===== src/rtl/vcxo_pll_ctrl.sv =====
// vcxo_pll_ctrl -- frequency-locking controller for a VCXO disciplined by a TCXO.
//
// A gate of GATE_TICKS TCXO rising edges is opened, and the VCXO rising edges
// seen during it are counted. The count is compared with VCXO_NOMINAL, offset
// by correction_in, and the resulting error trims the duty cycle of a PWM
// whose filtered output tunes the VCXO. A trim is applied only when two
// consecutive measurements agree, which rejects counts corrupted by
// gate-boundary jitter.
//
// Ports
//   clk_in        system clock (faster than 2x either reference)
//   reset_in      asynchronous active-high reset
//   vcxo_in       VCXO signal, asynchronous to clk_in
//   tcxo_in       TCXO reference, asynchronous to clk_in
//   correction_in signed offset added to every measured error
//   hold_in       TX hold: abandons the gate and freezes tuning
//   freq_error    last error that was acted on (0 once inside FINE_BAND)
//   pwm_level     current PWM duty setting, 1..PWM_MAX
//   pump          registered PWM output
//   meas_valid    one-cycle pulse per completed measurement
//   locked        LOCK_COUNT consecutive in-band tuned measurements seen
module vcxo_pll_ctrl #(
  parameter int GATE_TICKS   = 1228800,
  parameter int VCXO_NOMINAL = 12288000,
  parameter int CNT_W        = 32,
  parameter int PWM_W        = 16,
  parameter int PWM_MAX      = 32000,
  parameter int PWM_INIT     = 16000,
  parameter int COARSE_BAND  = 10,
  parameter int FINE_BAND    = 1,
  parameter int COARSE_SHIFT = 1,
  parameter int LOCK_COUNT   = 4
) (
  input  logic                    clk_in,
  input  logic                    reset_in,
  input  logic                    vcxo_in,
  input  logic                    tcxo_in,
  input  logic signed [15:0]      correction_in,
  input  logic                    hold_in,
  output logic signed [CNT_W-1:0] freq_error,
  output logic [PWM_W-1:0]        pwm_level,
  output logic                    pump,
  output logic                    meas_valid,
  output logic                    locked
);

  localparam int ADJ_W  = CNT_W + 2;
  localparam int LOCK_W = $clog2(LOCK_COUNT + 1);

  localparam logic [CNT_W-1:0]        GATE_LAST = CNT_W'(GATE_TICKS - 1);
  localparam logic [CNT_W-1:0]        NOMINAL   = CNT_W'(VCXO_NOMINAL);
  localparam logic [CNT_W:0]          COARSE_B  = (CNT_W + 1)'(COARSE_BAND);
  localparam logic [CNT_W:0]          FINE_B    = (CNT_W + 1)'(FINE_BAND);
  localparam logic [PWM_W-1:0]        PWM_LAST  = PWM_W'(PWM_MAX - 1);
  localparam logic signed [ADJ_W-1:0] ADJ_MAX   = ADJ_W'(PWM_MAX);
  localparam logic signed [ADJ_W-1:0] ADJ_MIN   = ADJ_W'(1);
  localparam logic [LOCK_W-1:0]       LOCK_FULL = LOCK_W'(LOCK_COUNT);

  typedef enum logic [1:0] {IDLE, GATE, CALC, TUNE} state_t;

  state_t state, state_next;

  logic [2:0]               vcxo_sync, tcxo_sync;
  logic                     vcxo_edge, tcxo_edge, gate_done;
  logic [CNT_W-1:0]         tcxo_cnt, vcxo_cnt, vcxo_inc, vcxo_lat;
  logic signed [CNT_W-1:0]  err_now, err_prev;
  logic                     prev_valid;
  logic [LOCK_W-1:0]        lock_cnt;
  logic [PWM_W-1:0]         pwm_cnt;
  logic [CNT_W:0]           err_abs;
  logic                     err_coarse, err_fine;
  logic signed [ADJ_W-1:0]  err_ext, pwm_sum;
  logic [PWM_W-1:0]         pwm_clamped;

  // Bits [1:0] resynchronise; bit 2 holds the previous synchronised level.
  assign vcxo_edge = vcxo_sync[1] & ~vcxo_sync[2];
  assign tcxo_edge = tcxo_sync[1] & ~tcxo_sync[2];
  assign gate_done = tcxo_edge && (tcxo_cnt == GATE_LAST);

  // Saturating VCXO count, also used as the latched value so an edge landing
  // on the closing TCXO edge is not lost.
  assign vcxo_inc = (vcxo_edge && (vcxo_cnt != '1)) ? vcxo_cnt + 1'b1 : vcxo_cnt;

  // Magnitude is one bit wider so the most negative error cannot overflow.
  assign err_abs    = err_now[CNT_W-1] ? -{err_now[CNT_W-1], err_now} : {1'b0, err_now};
  assign err_coarse = err_abs > COARSE_B;
  assign err_fine   = err_abs <= FINE_B;
  assign err_ext    = ADJ_W'(err_now);

  always_comb begin
    pwm_sum = $signed({{(ADJ_W - PWM_W){1'b0}}, pwm_level})
            - (err_coarse ? (err_ext <<< COARSE_SHIFT) : err_ext);
    if (pwm_sum > ADJ_MAX) begin
      pwm_clamped = PWM_W'(ADJ_MAX);
    end else if (pwm_sum < ADJ_MIN) begin
      pwm_clamped = PWM_W'(ADJ_MIN);
    end else begin
      pwm_clamped = PWM_W'(pwm_sum);
    end
  end

  assign locked = (lock_cnt == LOCK_FULL);

  always_ff @(posedge clk_in or posedge reset_in) begin
    if (reset_in) begin
      state <= IDLE;
    end else begin
      state <= state_next;
    end
  end

  // NOTE: state_next is assigned before the case so no path leaves it
  // unassigned; otherwise synthesis infers a latch.
  always_comb begin
    state_next = state;
    if (hold_in) begin
      state_next = IDLE;
    end else begin
      unique case (state)
        IDLE: state_next = GATE;
        GATE: if (gate_done) state_next = CALC;
        CALC: state_next = TUNE;
        TUNE: state_next = IDLE;
        default: state_next = IDLE;
      endcase
    end
  end

  // NOTE: every register here uses <= so all of them sample the values from
  // before this edge; a blocking = would let later lines see updated values.
  always_ff @(posedge clk_in or posedge reset_in) begin
    if (reset_in) begin
      vcxo_sync  <= '0;
      tcxo_sync  <= '0;
      tcxo_cnt   <= '0;
      vcxo_cnt   <= '0;
      vcxo_lat   <= '0;
      err_now    <= '0;
      err_prev   <= '0;
      prev_valid <= 1'b0;
      lock_cnt   <= '0;
      freq_error <= '0;
      pwm_level  <= PWM_W'(PWM_INIT);
      pwm_cnt    <= '0;
      pump       <= 1'b0;
      meas_valid <= 1'b0;
    end else begin
      vcxo_sync  <= {vcxo_sync[1:0], vcxo_in};
      tcxo_sync  <= {tcxo_sync[1:0], tcxo_in};
      pwm_cnt    <= (pwm_cnt == PWM_LAST) ? '0 : pwm_cnt + 1'b1;
      pump       <= (pwm_cnt < pwm_level);
      meas_valid <= 1'b0;

      if (hold_in) begin
        // pwm_level and freq_error deliberately keep their values.
        tcxo_cnt   <= '0;
        vcxo_cnt   <= '0;
        prev_valid <= 1'b0;
        lock_cnt   <= '0;
      end else begin
        unique case (state)
          IDLE: begin
            tcxo_cnt <= '0;
            vcxo_cnt <= '0;
          end
          GATE: begin
            tcxo_cnt <= tcxo_cnt + CNT_W'(tcxo_edge);
            vcxo_cnt <= vcxo_inc;
            if (gate_done) vcxo_lat <= vcxo_inc;
          end
          CALC: begin
            err_now <= $signed(vcxo_lat - NOMINAL + CNT_W'(correction_in));
          end
          TUNE: begin
            meas_valid <= 1'b1;
            err_prev   <= err_now;
            prev_valid <= 1'b1;
            if (prev_valid && (err_now == err_prev)) begin
              if (err_fine) begin
                freq_error <= '0;
                if (lock_cnt != LOCK_FULL) lock_cnt <= lock_cnt + 1'b1;
              end else begin
                pwm_level  <= pwm_clamped;
                freq_error <= err_now;
                lock_cnt   <= '0;
              end
            end
          end
          default: ;
        endcase
      end
    end
  end

endmodule


===== config.mk =====
export PLATFORM = sky130hd
export DESIGN_NAME = vcxo_pll_ctrl
export DESIGN_NICKNAME = d
export VERILOG_FILES = /design/src/rtl/vcxo_pll_ctrl.sv
export SDC_FILE = /design/constraint.sdc
export NUM_CORES = 1
export LEC_CHECK = 0
export CORE_MARGIN = 5
export CORE_UTILIZATION = 50
export CTS_CLUSTER_SIZE = 8
export DETAILED_ROUTE_END_ITERATION = 10
export PLACE_DENSITY = 0.73
export SLEW_MARGIN = 20
export SYNTH_ARGS = -nofsm -noshare
export SYNTH_HDL_FRONTEND = slang
export SYNTH_SLANG_ARGS = --single-unit
export TNS_END_PERCENT = 20

===== constraint.sdc =====
create_clock -name clk_in -period 11.5 [get_ports clk_in]
set_input_delay 2.3 -clock clk_in [delete_from_list [all_inputs] [get_ports clk_in]]
set_output_delay 2.3 -clock clk_in [all_outputs]
set_load 0.02 [all_outputs]

==> out/qor.yml, run 1 <==
setup_path:
  crit_start: "err_now[1]"
  crit_type: "reg2reg"
  crit_path_start_kind: "flip-flop"
  cpPeakStageDelay_ns: 0.81
  worstSetupEndpointType: "flip-flop"
  r2r_start: "err_now[1]"
  slowest_stage: "nor4b_1"
  path_cells: "inv_1 > ha_1 > nor4b_1 > nand4_1 > o32ai_1 > a21oi_1 > a2111o_1 > nor4_1 > o211ai_1 > nor2_1 > ha_1 > inv_1 > fa_1 > a211oi_1 > o21ai_1 > a211oi_1 > o21ba_2 > nand4_1 > a2111o_1 > or4_1 > or4b_1 > o21ai_2"
  worstPathRequired_ns: 11.93
  path_max_fanout: 11
  path_buf_inv: 2
  path_delay_family: "simple AND/OR/NAND/NOR gates"
  crit_arrival_ns: 8.98
clocking:
  clock_latency_ns: 0.51
  clkSinkCount: 238
  cts_tree: "yes"
  post_cts_buffers: 0
  clock-root-buffer: "clkbuf_16"
  numCtsBuffers: 35
  cts.htree.levels: 2
  clockBufferDepth: 3
  cts.hold.buffers_added: 0
  postCtsResizedCells: 0
  clk_pin_slew_ns: 0.05
global_routing:
  grt_max_degree: 89
  grt_usage_pct: 23.62
  grt_pass1_wl_mm: 69.03
  grt.overflow.total: 0
  grt_antenna_before_repair: 1
  grt_pass1_vias: 12897
hold_path:
  hp-class: "reg2reg"
  min_from: "tcxo_sync[0]"
pwr:
  power.leakage_nw: 7.567
  peakVddDrop_mv: 0.1010
  power.density_mw_per_mm2: 185.7
  power_mw: 3.242
die:
  die_h_microns: 186.7
  core-area_sq_mm: 0.03067
  die_area_sq_mm: 0.03485
  start_util_pct: 50.90
  rows: 64
  ios: 72
  dieWidth_microns: 186.7
synth:
  syn_inst: 1864
  yosysWarningCount: 0
  ys_seq_elements: 238
  ys.flop_type: "dfrtp_1"
  yosysUniqueCellTypes: 80
  netlist_area_sq_mm: 0.01561
  async_flop_share_pct: 100.0
  yosysSeqAreaShare_pct: 38.20
  syn_avg_cell_area_sq_um: 8.374
  synth_edf_count: 0
  syn-num-nets: 1990
placement:
  port_buffers: 71
  dp_hpwl_mm: 31.16
  placed_cell_area_sq_mm: 0.01651
  pre_cts_ws_ns: 3.032
  gp_congestion: 0.9449
detailed_routing:
  dr.first_iter.drc_count: 984
  wire_per_inst_microns: 18.47
  dr.pass1.iters: 5
  finalWirelength_mm: 42.21
  drc: 0
  antenna_left: 0
  post_drt_via_cell_ratio: 5.948
  via_count: 13597
finish:
  nets: 2008
  drive_above_1_share_pct: 4.553
  syn2layout_area_growth_pct: 11.85
  design_area_sq_mm: 0.01746
  fillers: 2761
sta:
  finalSetupViolCount: 0
  setup_ws_ns: 2.945
  worstMarginPinSlew_ns: 0.9726
  final-hold-violation-count: 0
  slew_headroom_pct: 34.25
  fin_setup_tns_ns: 0
  fin_crit_ns: 8.555
  slew_viol_final: 0
  rsz0062_at_grt: "no"
  skew_ns: 0.01965
  fin_crit_sh_pct: 74.39
  worst_hold_slack_ns: 0.3438
  fmax_mhz: 116.9
run_status:
  outcome: "completed"
job:
  maxCapViolations: 0
[cell usage after synthesis, types with 12 or more instances]
| library cell | number | area (sq um) |
|---|---|---|
| clkbuf_1 | 84 | 315.3 |
| ha_1 | 103 | 1289 |
| nand2_1 | 294 | 1104 |
| o21a_1 | 13 | 97.59 |
| dfrtp_1 | 232 | 5806 |
| or3_1 | 16 | 100.1 |
| xor2_1 | 45 | 394.1 |
| nor3_1 | 49 | 245.2 |
| nand3_1 | 57 | 285.3 |
| a31oi_1 | 22 | 137.6 |
| o21ai_0 | 233 | 1166 |
| inv_1 | 105 | 394.1 |
| o31ai_1 | 30 | 225.2 |
| a211oi_1 | 24 | 180.2 |
| and2_1 | 16 | 100.1 |
| o21bai_1 | 12 | 90.09 |
| a21o_1 | 23 | 172.7 |
| nand4_1 | 39 | 244.0 |
| nor2_1 | 96 | 360.4 |
| and3_1 | 23 | 143.9 |
| nor4_1 | 25 | 156.4 |
| a21oi_1 | 67 | 335.3 |
| xnor2_1 | 73 | 639.4 |
[registers in the layout (all words and copies together) (netlist names), 2 cells and up]
signal and cells:
vcxo_sync 3, vcxo_lat 32, err_now 32, pwm_cnt 16
err_prev 32, state 2, tcxo_sync 3, tcxo_cnt 32
freq_error 32, lock_cnt 3, vcxo_cnt 32, pwm_level 16
[area by class of cell]
cell class	count	area, sq um	share of cell area, %
multi-input combinational	1421	8877	50.84
sequential	238	5963	34.15
clock buffer	42	902.1	5.167
timing repair buffer	81	785.8	4.500
tap	396	495.5	2.838
inverter	105	401.6	2.300
clock inverter	2	32.53	0.1863
antenna	1	2.502	0.01433
[through the flow]
step	instances	util (%)
after floorplan	1864	-
after global placement	2241	53.84
after detailed placement	2241	53.84
after CTS	2285	56.89
after global routing	2285	56.92
final	2286	56.93
[per-layer routing]
layer	wire (microns)	track usage (%)	up-vias
met2	19990	39.21	383
met4	1177	6.867	0
met3	2576	4.559	80
li1	-	-	6653
met5	0	0	-
met1	18470	31.64	6481
[path summary, 6_finish.rpt]
path / slack (ns) / end / cells past startpoint
setup / recovery: 2.94 / pwm_level[7] / 22
hold / removal: 0.34 / tcxo_sync[1] / 0
setup reg to reg: 2.94 / pwm_level[7] / 22
hold reg to reg: 0.34 / tcxo_sync[1] / 0
max in group asynchronous: 6.91 / tcxo_cnt[0] / 4
min in group asynchronous: 2.27 / freq_error[21] / 2
[cell families after synthesis]
family / count (synthesis) / synth area share [%]
AO/OA/AOI/OAI: 507 / 20.03
XOR/XNOR: 118 / 6.621
adder cells (fa/ha/maj): 105 / 8.512
buffers and inverters: 205 / 5.122
flip-flops: 238 / 38.20
multiplexers: 13 / 0.8657
AND/OR/NAND/NOR: 678 / 20.65
[worst reg2reg max path, stage by stage, from the launching register on]
cell      delay, ns
dfrtp_1        0.46
inv_1          0.16
ha_1           0.24
nor4b_1        0.81
nand4_1        0.46
o32ai_1        0.35
a21oi_1        0.09
a2111o_1       0.31
nor4_1         0.76
o211ai_1       0.50
nor2_1         0.21
ha_1           0.19
inv_1          0.05
fa_1           0.42
a211oi_1       0.36
o21ai_1        0.24
a211oi_1       0.38
o21ba_2        0.31
nand4_1        0.12
a2111o_1       0.42
or4_1          0.65
or4b_1         0.79
o21ai_2        0.21
[layout by cell type (no fill, tap or decap), types with 5 or more instances in the layout]
master / instances
inv_1: 104
ha_1: 103
clkbuf_16: 35
o21bai_1: 12
and4_1: 7
xnor2_1: 73
or3_1: 16
o21ai_0: 233
a21oi_1: 67
o211ai_1: 10
nor4_1: 25
buf_4: 10
a211o_1: 5
nand3_1: 56
mux2i_1: 9
nor2_1: 96
or2_2: 5
dfstp_2: 6
nand2b_1: 7
a211oi_1: 24
nor3_1: 48
dfrtp_1: 232
nor2b_1: 8
o21a_1: 13
a21o_1: 23
and2_1: 16
xor2_1: 45
or4_1: 9
a31oi_1: 22
clkbuf_1: 7
nand4_1: 39
o31ai_1: 30
nand2_1: 294
and3_1: 23
o41ai_1: 5
o21ai_2: 8
clkdlybuf4s50_1: 71
[report_power, final]
group	total, mW	internal [mW]	switching [mW]
logic	1.19	0.422	0.773
registers	1.14	0.941	0.203
clock network	0.903	0.546	0.357
total	3.24	1.91	1.33
Power figures use the tool's default switching activity.
==> inputs of run 2 (changes only) <==
Clock period 11.5 ns to 8.38 ns, I/O delays scaled along.
==> out/qor.yml, run 2 (synthesis gave the netlist of run 1 again) <==
run_status:
  outcome: "completed"
detailed_routing:
  antenna_left: 0
  finalWirelength_mm: 42.53
  dr.first_iter.drc_count: 1098
  via_count: 13720
  dr.pass1.iters: 5
  post_drt_via_cell_ratio: 5.981
  drc: 0
  wire_per_inst_microns: 18.54
global_routing:
  grt_antenna_before_repair: 0
  grt.overflow.total: 0
  grt_pass1_wl_mm: 68.99
  grt_usage_pct: 23.57
  grt_max_degree: 92
  grt_pass1_vias: 12983
placement:
  dp.cells: 2247
  placed_cell_area_sq_mm: 0.01656
  dp_hpwl_mm: 31.02
  gp_congestion: 0.9759
  port_buffers: 71
hold_path:
  hp-class: "reg2reg"
die:
  ios: 72
  dieWidth_microns: 186.7
  start_util_pct: 50.90
  core-area_sq_mm: 0.03067
  die_area_sq_mm: 0.03485
  rows: 64
  die_h_microns: 186.7
sta:
  fin_crit_ns: 7.702
  slew_headroom_pct: 23.23
  rsz0062_at_grt: "no"
  fin_crit_sh_pct: 91.91
  fin_setup_tns_ns: 0
  fmax_mhz: 129.8
  skew_ns: 0.02032
  final-hold-violation-count: 0
  worstMarginPinSlew_ns: 1.143
  slew_viol_final: 0
  finalSetupViolCount: 0
finish:
  antennaDiodeCount: 0
  instances_no_fill: 2294
  design_area_sq_mm: 0.01756
  final_cell_mix: "nand2_1, o21ai_0, dfrtp_1, inv_1, ha_1"
  final_common_cell: "nand2_1"
  fin_util_pct: 57.25
  fillers: 2762
  drive_above_1_share_pct: 5.163
  syn2layout_area_growth_pct: 12.47
  nets: 2016
setup_path:
  worstPathRequired_ns: 8.82
  crit_path_start_kind: "flip-flop"
  regToRegSetupSlack_ns: 0.68
  crit_type: "reg2reg"
  path_max_fanout: 11
  crit_start: "err_now[0]"
  crit_arrival_ns: 8.14
  r2r-end: "pwm_level[9]"
  worstSetupEndpointType: "flip-flop"
  r2r_cells: 21
  r2r_start: "err_now[0]"
  cp-endpoint: "pwm_level[9]"
clocking:
  cts.hold.buffers_added: 0
  clock-root-buffer: "clkbuf_16"
  clockBufferDepth: 3
  clkSinkCount: 238
  post_cts_buffers: 0
  clock_latency_ns: 0.51
  cts_tree: "yes"
  postCtsResizedCells: 0
  numCtsBuffers: 36
  clk_pin_slew_ns: 0.05
  cts.htree.levels: 2
pwr:
  power.leakage_nw: 7.630
  peakVddDrop_mv: 0.1422
  power.density_mw_per_mm2: 257.4
job:
  maxCapViolations: 0
run 2: cell count changes in the layout (fill, tap and decap cells not counted), sizes merged:
cell,previous run,this run
buf,10,17
clkbuf,42,41
clkinv,2,3
diode,1,0
inv,105,107
run 2: per-stage QoR:
stage | setup slack (ns) | hold WS (ns) | power, mW
final | 0.6779 | 0.3552 | 4.518
after CTS | 0.7644 | 0.3576 | 4.514
after global placement | 0.8981 | 0.3362 | 3.192
after detailed placement | 0.8188 | 0.3380 | 3.197
after floorplan | 0.1825 | 0.3312 | 2.703
after global routing | 0.1629 | 0.3643 | 4.777
run 2: cell type report:
| class | instances | area (sq um) | area share [%] |
|---|---|---|---|
| Multi-Input combinational cell | 1421 | 8872 | 50.53 |
| Clock inverter | 5 | 32.53 | 0.1853 |
| Clock buffer | 41 | 940.9 | 5.359 |
| Tap cell | 396 | 495.5 | 2.822 |
| Timing Repair Buffer | 88 | 850.8 | 4.846 |
| Inverter | 105 | 401.6 | 2.288 |
| Sequential cell | 238 | 5963 | 33.97 |
run 2: critical path: stages, from the launching register on:
cell       delay [ns]
dfrtp_1          0.47
nor4_1           0.81
and3_1           0.55
a31o_2           0.22
o2111ai_1        0.09
or4_1            0.42
nor4_1           0.31
buf_4            0.19
o211ai_1         0.28
nor2_1           0.20
ha_1             0.20
inv_1            0.06
fa_1             0.42
a211oi_1         0.33
o21ai_1          0.25
a211oi_1         0.33
o21ba_2          0.30
nand4_1          0.13
a2111o_1         0.42
or4_1            0.65
or4b_1           0.78
o21ai_2          0.20
run 2: worst min-delay path by stage:
stage                 startpoint            to  slack [ns]  depth (start not counted)
global placement    tcxo_sync[0]  tcxo_sync[1]        0.34                          0
floorplan           tcxo_sync[0]  tcxo_sync[1]        0.33                          0
detailed placement  vcxo_sync[0]  vcxo_sync[1]        0.34                          0
CTS                 vcxo_sync[0]  vcxo_sync[1]        0.36                          0
global route        tcxo_sync[0]  tcxo_sync[1]        0.36                          0
finish              vcxo_sync[0]  vcxo_sync[1]        0.36                          0
run 2: report_power, final:
part           switching [mW]  internal [mW]  leakage [nW]
clock                   0.506          0.784         0.481
combinational            1.08          0.587          3.98
sequential              0.266           1.29          3.17
run 2: per-layer routing:
metal | vias to the layer above | part of all wire, % | global-route usage (%)
li1 | 6668 | - | -
met1 | 6518 | 44 | 31.97
met2 | 446 | 47 | 38.90
met3 | 88 | 5.8 | 3.756
met4 | 0 | 3.0 | 7.595
met5 | - | 0 | 0
